## config.mk

```make
export PLATFORM = sky130hd
export DESIGN_NAME = instr_stream_loader
export DESIGN_NICKNAME = d
export VERILOG_FILES = /design/src/rtl/instr_stream_loader.sv
export SDC_FILE = /design/constraint.sdc
export NUM_CORES = 1
export LEC_CHECK = 0
export BUFFER_PORTS_ARGS = -buffer_cell sky130_fd_sc_hd__buf_2
export CAP_MARGIN = 0
export CORE_ASPECT_RATIO = 0.6
export CORE_MARGIN = 3
export CORE_UTILIZATION = 55
export DETAILED_ROUTE_END_ITERATION = 8
export HOLD_SLACK_MARGIN = 0.05
export PLACE_DENSITY = 0.84
export SYNTH_ARGS = -nofsm -noshare
export SYNTH_HDL_FRONTEND = slang
export SYNTH_SLANG_ARGS = --single-unit
```

## constraint.sdc

```tcl
create_clock -name clk -period 3.69 [get_ports clk]
set_input_delay 0.738 -clock clk [delete_from_list [all_inputs] [get_ports clk]]
set_output_delay 0.738 -clock clk [all_outputs]
set_load 0.05 [all_outputs]
```

## src/rtl/instr_stream_loader.sv

```systemverilog
// instr_stream_loader
// -------------------
// Writer side of the instruction path. Accepts {op, arg} field pairs from the
// test/boot host over a valid/ready stream. Each pair is packed into one
// instruction word. The words are written one after another into instruction
// memory through a registered write port.
//
// Handshake: a field pair transfers on a rising edge where in_valid and
// in_ready are both 1. in_ready is 1 only while a load session is open and the
// memory is not yet full. in_ready does not depend on in_valid. The host may
// hold in_valid without limit. The memory write for a transfer appears on the
// cycle after the transfer edge.
//
// Optional feature (macro LOADER_CHECKSUM_EN): adds a checksum output. It is
// the XOR of every word written in the current session.
//
// Ports:
//   clk        in   rising-edge clock
//   rst_n      in   synchronous active-low reset
//   start      in   single-cycle pulse; opens a load session (from IDLE/DONE)
//   in_valid   in   host presents a field pair
//   in_ready   out  loader accepts the field pair this cycle
//   in_op      in   opcode field   -> word bits [OPW+ARGW-1:ARGW]
//   in_arg     in   operand field  -> word bits [ARGW-1:0]
//   in_last    in   field pair is the final word of the program
//   mem_we     out  instruction memory write enable
//   mem_addr   out  write address
//   mem_wdata  out  encoded word {op, arg}
//   busy       out  session in progress
//   done       out  session complete; held until the next start
//   full       out  all 2**AW words written this session
//   word_count out  words written this session
//   checksum   out  (LOADER_CHECKSUM_EN only) XOR of the words written

module instr_stream_loader #(
  parameter int            OPW        = 3,
  parameter int            ARGW       = 6,
  parameter int            AW         = 8,
  parameter logic [AW-1:0] START_ADDR = '0
) (
  input  logic                 clk,
  input  logic                 rst_n,
  input  logic                 start,
  input  logic                 in_valid,
  output logic                 in_ready,
  input  logic [OPW-1:0]       in_op,
  input  logic [ARGW-1:0]      in_arg,
  input  logic                 in_last,
  output logic                 mem_we,
  output logic [AW-1:0]        mem_addr,
  output logic [OPW+ARGW-1:0]  mem_wdata,
  output logic                 busy,
  output logic                 done,
  output logic                 full,
  output logic [AW:0]          word_count
`ifdef LOADER_CHECKSUM_EN
  ,
  output logic [OPW+ARGW-1:0]  checksum
`endif
);

  // word_count value that means every memory location has been written
  localparam logic [AW:0] DEPTH_CNT = {1'b1, {AW{1'b0}}};

  typedef enum logic [1:0] {
    S_IDLE = 2'd0,
    S_LOAD = 2'd1,
    S_DONE = 2'd2
  } state_t;

  state_t        state;
  state_t        state_next;
  logic [AW-1:0] ptr;
  logic          accept;
  logic          start_session;
  logic [AW:0]   cnt_inc;
  logic          last_slot;

  assign cnt_inc   = word_count + 1'b1;
  // The word accepted now takes the final free location
  assign last_slot = (cnt_inc == DEPTH_CNT);

  assign busy = (state == S_LOAD);
  assign done = (state == S_DONE);

  // State register
  always_ff @(posedge clk) begin
    if (!rst_n) begin
      state <= S_IDLE;
    end else begin
      state <= state_next;
    end
  end

  // Next state and handshake
  always_comb begin
    state_next    = state;
    in_ready      = 1'b0;
    accept        = 1'b0;
    start_session = 1'b0;
    case (state)
      S_IDLE, S_DONE: begin
        if (start) begin
          state_next    = S_LOAD;
          start_session = 1'b1;
        end
      end
      S_LOAD: begin
        // start is ignored while a session is open
        in_ready = ~full;
        accept   = in_valid & ~full;
        if (accept && (in_last || last_slot)) begin
          state_next = S_DONE;
        end
      end
      default: state_next = S_IDLE;
    endcase
  end

  // Write port, pointer and session counters.
  // Reset drops any write that was accepted in the same cycle.
  always_ff @(posedge clk) begin
    if (!rst_n) begin
      ptr        <= START_ADDR;
      mem_we     <= 1'b0;
      mem_addr   <= START_ADDR;
      mem_wdata  <= '0;
      word_count <= '0;
      full       <= 1'b0;
    end else begin
      mem_we <= accept;
      if (start_session) begin
        ptr        <= START_ADDR;
        word_count <= '0;
        full       <= 1'b0;
      end else if (accept) begin
        mem_addr   <= ptr;
        mem_wdata  <= {in_op, in_arg};
        ptr        <= ptr + 1'b1;  // wraps modulo 2**AW
        word_count <= cnt_inc;
        full       <= last_slot;
      end
    end
  end

`ifdef LOADER_CHECKSUM_EN
  // Updates on the accept edge. The new value is visible in the same cycle
  // as the matching mem_we pulse.
  always_ff @(posedge clk) begin
    if (!rst_n) begin
      checksum <= '0;
    end else if (start_session) begin
      checksum <= '0;
    end else if (accept) begin
      checksum <= checksum ^ {in_op, in_arg};
    end
  end
`endif

endmodule

```

==> summary.md <==
| Metric | Value |
|---|---|
| Hold Path Stages | 2 |
| Minimum clock period | 1.89 ns |
| Seq/Total Area, Yosys | 47.2% |
| Hold EP | mem_wdata[1]$_SDFFE_PN0P_ |
| CP top delay family | flip-flops |
| Worst reg2reg path endpoint | state[0]$_SDFFE_PN0P_ |
| Synth Instances | 190 |
| Synth warnings | 0 |
| CP max stage cell | dfxtp_1 |
| Filler Cell Count | 200 |
| Die width | 75.9 um |
| CP max stage delay | 0.53 ns |
| Lkg Pwr | 0.827 nW |
| R2R cell count | 5 |
| Antenna violations before repair | 0 |
| Max Root-Sink Buffers | 2 |
| Status | finished, final reports clean |
| CORE AREA | 2650 um^2 |
| Die area | 3640 um^2 |
| Post-synth design cell area | 1610 um^2 |
| Vias per cell | 5.15 |
| Crit share post-route | 51.1% |
| DR iter-0 viols | 59 |
| Async S/R FF share, synth | 0% |
| Crit path buffers/inverters | 1 |
| Startpoint Class | flop |
| Worst path cell trace | buf_2 |
| Resized cells post-CTS | 0 |
| Vias in the first global route | 1086 |
| Synthesized Nets | 207 |
| Max cap viols | 0 |
| PnR worst setup slack | 1.80 ns |
| Ys flop type | dfxtp_1 |
| First-pass GRT wire length | 5130 um |
| Slew Limit Fails | 0 |
| First-pass DRT Iterations | 4 |
| Clock-pin slew on the worst setup and hold paths | 0.07 ns |
| Cell variety after synth | 32 |
| Area contributors post-synth | dfxtp_1, nand2_1, xor2_1 |
| Diodes inserted | 0 |
| Remaining DRCs | 0 |
| Hold Violations, Final | 0 |
| Layout cells sized above 1 | 25.1% |
| Clock Sinks | 38 |
| Post-Syn Area per Cell | 8.49 um^2 |
| Peak Freq | 530 MHz |
| GRT Overall Usage | 18.3% |
| R2R Setup Slk | 1.97 ns |
| Setup Buffers After CTS | 0 |
| Worst-path fanout max | 10 |
| H-tree levels | 2 |
| Setup-failing EPs final | 0 |
| Number of buffers added on ports | 44 |
| Die height | 47.9 um |
| DRT Wirelength | 3330 um |
| Worst Path Arrival | 1.15 ns |
| Nets | 247 |
| Top cell type's share of synthesized area | 47.2% |
| RSZ-0062 raised after global routing | false |
| CP endpoint kind | output pin |
| Yosys reg bits | 38 |
| Via count | 1397 |
| R2r startpoint | word_count[2]$_SDFFE_PP0P_ |
| Root Buffer | clkbuf_8 |
| Detailed placement HPWL | 2320 um |
| Number of enable flip-flop cells after synthesis | 0 |
| Pwr Density | 436 nW/um^2 |
| Largest net degree at the start of global routing | 21 |
| Synth area leader | dfxtp_1 |
| Routed Antenna Nets | 0 |
| Fin Hold WS | 0.453 ns |
| Critical path class | reg -> out |
| CTS tree | yes |
| Ports | 45 |
| Routed length per instance | 12.3 um |
| Worst vdd ir | 0.319 mV |
| Critical path required time | 2.95 ns |
| Layout area overhead | 19.8% |
| Worst hold path type | reg -> reg |
| Layout Skew | 0.00426 ns |
| Clock latency on the worst-skew pair | 0.29 ns |
| Final cell count without fillers | 271 |
| Final Wtd Congestion | 0.828 |
| Inst Count DP | 263 |
| Initial core utilization | 61.0% |
| CTS Buf Count | 5 |
| Row count | 14 |
| Slew headroom | 55.8% |
| Setup WS pre-CTS | 1.70 ns |
| Hold Buf Count CTS | 0 |
| Worst Tran Pin Value | 0.662 ns |
| Hold Path Origin | mem_wdata[1]$_SDFFE_PN0P_ |
| Global route total overflow | 0 |
| Setup_tns | 0 ns |
## synthesized netlist by cell type (2+ instances only)
library cell,count
o21ai_0,2
a31oi_1,2
a21oi_1,19
nand4_1,6
and3_1,2
buf_2,4
a211oi_1,2
buf_6,2
dfxtp_1,38
ha_1,3
nand2_1,46
xor2_1,12
nor2b_1,3
and2_1,2
nor2_1,19
nand2b_1,3
inv_1,2
clkbuf_1,5
xnor2_1,5
## area by class of cell
class	count	area, um^2	area share [%]
multi-input combinational	138	776	40.2
inverter	2	7.51	0.389
sequential	38	761	39.4
tap	40	50.0	2.59
clock buffer	8	110	5.70
timing repair buffer	45	228	11.8
## registers in the layout, summed over array words and instances (netlist names)
name,cells
ptr,8
full,1
mem_we,1
mem_addr,8
state,2
word_count,9
mem_wdata,9
## through the flow
step	utilization, %	power, mW	instance area, um^2
2_1_floorplan	-	0.498	1610
3_3_place_gp	68.9	0.521	1820
3_5_place_dp	68.9	0.521	1820
4_1_cts	73.0	0.847	1930
5_1_grt	73.0	0.869	1930
6_report	73.0	0.842	1930
## cells in the final DEF, fill, tap and decap left out, drive strengths merged, types with 3 or more instances in the layout
master,instances
nor2,19
nand4,6
clkbuf,8
a21oi,19
nand2b,3
ha,3
buf,45
xor2,12
nor2b,3
xnor2,5
nand2,46
dfxtp,38
and2,3
## layer usage
| layer | global-route usage, % | share of wire (%) | up-vias |
|---|---|---|---|
| met1 | 26.2 | 53 | 629 |
| li1 | - | - | 710 |
| met4 | 7.58 | 1.3 | 0 |
| met2 | 25.0 | 39 | 53 |
| met5 | 0 | 0 | - |
| met3 | 6.39 | 7.1 | 5 |
## worst max-delay path by stage
stage	slack (ns)	to	start	cells past startpoint
after floorplan	1.73	in_ready	full$_SDFFE_PP0P_	1
after global placement	1.73	ptr[3]$_SDFFE_PP0P_	in_valid	6
after detailed placement	1.70	ptr[3]$_SDFFE_PP0P_	in_valid	6
after CTS	1.79	word_count[2]	word_count[2]$_SDFFE_PP0P_	1
after global routing	1.73	in_ready	state[1]$_SDFFE_PN0P_	3
final	1.80	word_count[2]	word_count[2]$_SDFFE_PP0P_	1
## cells by family after synthesis
group / synth area share, %
AO/OA/AOI/OAI: 10.5
XOR/XNOR: 9.23
adder cells (fa/ha/maj): 2.33
buffers and inverters: 4.73
flip-flops: 47.2
AND/OR/NAND/NOR: 26.1
## report_power, final
group	internal, mW	total (mW)	switching, mW	leakage [nW]
Clock	0.189	0.330	0.141	0.0575
Sequential	0.418	0.424	0.00595	0.307
Combinational	0.0220	0.0879	0.0660	0.462
Total	0.629	0.842	0.213	0.827
Note: power is estimated with default switching activity, not from simulation.
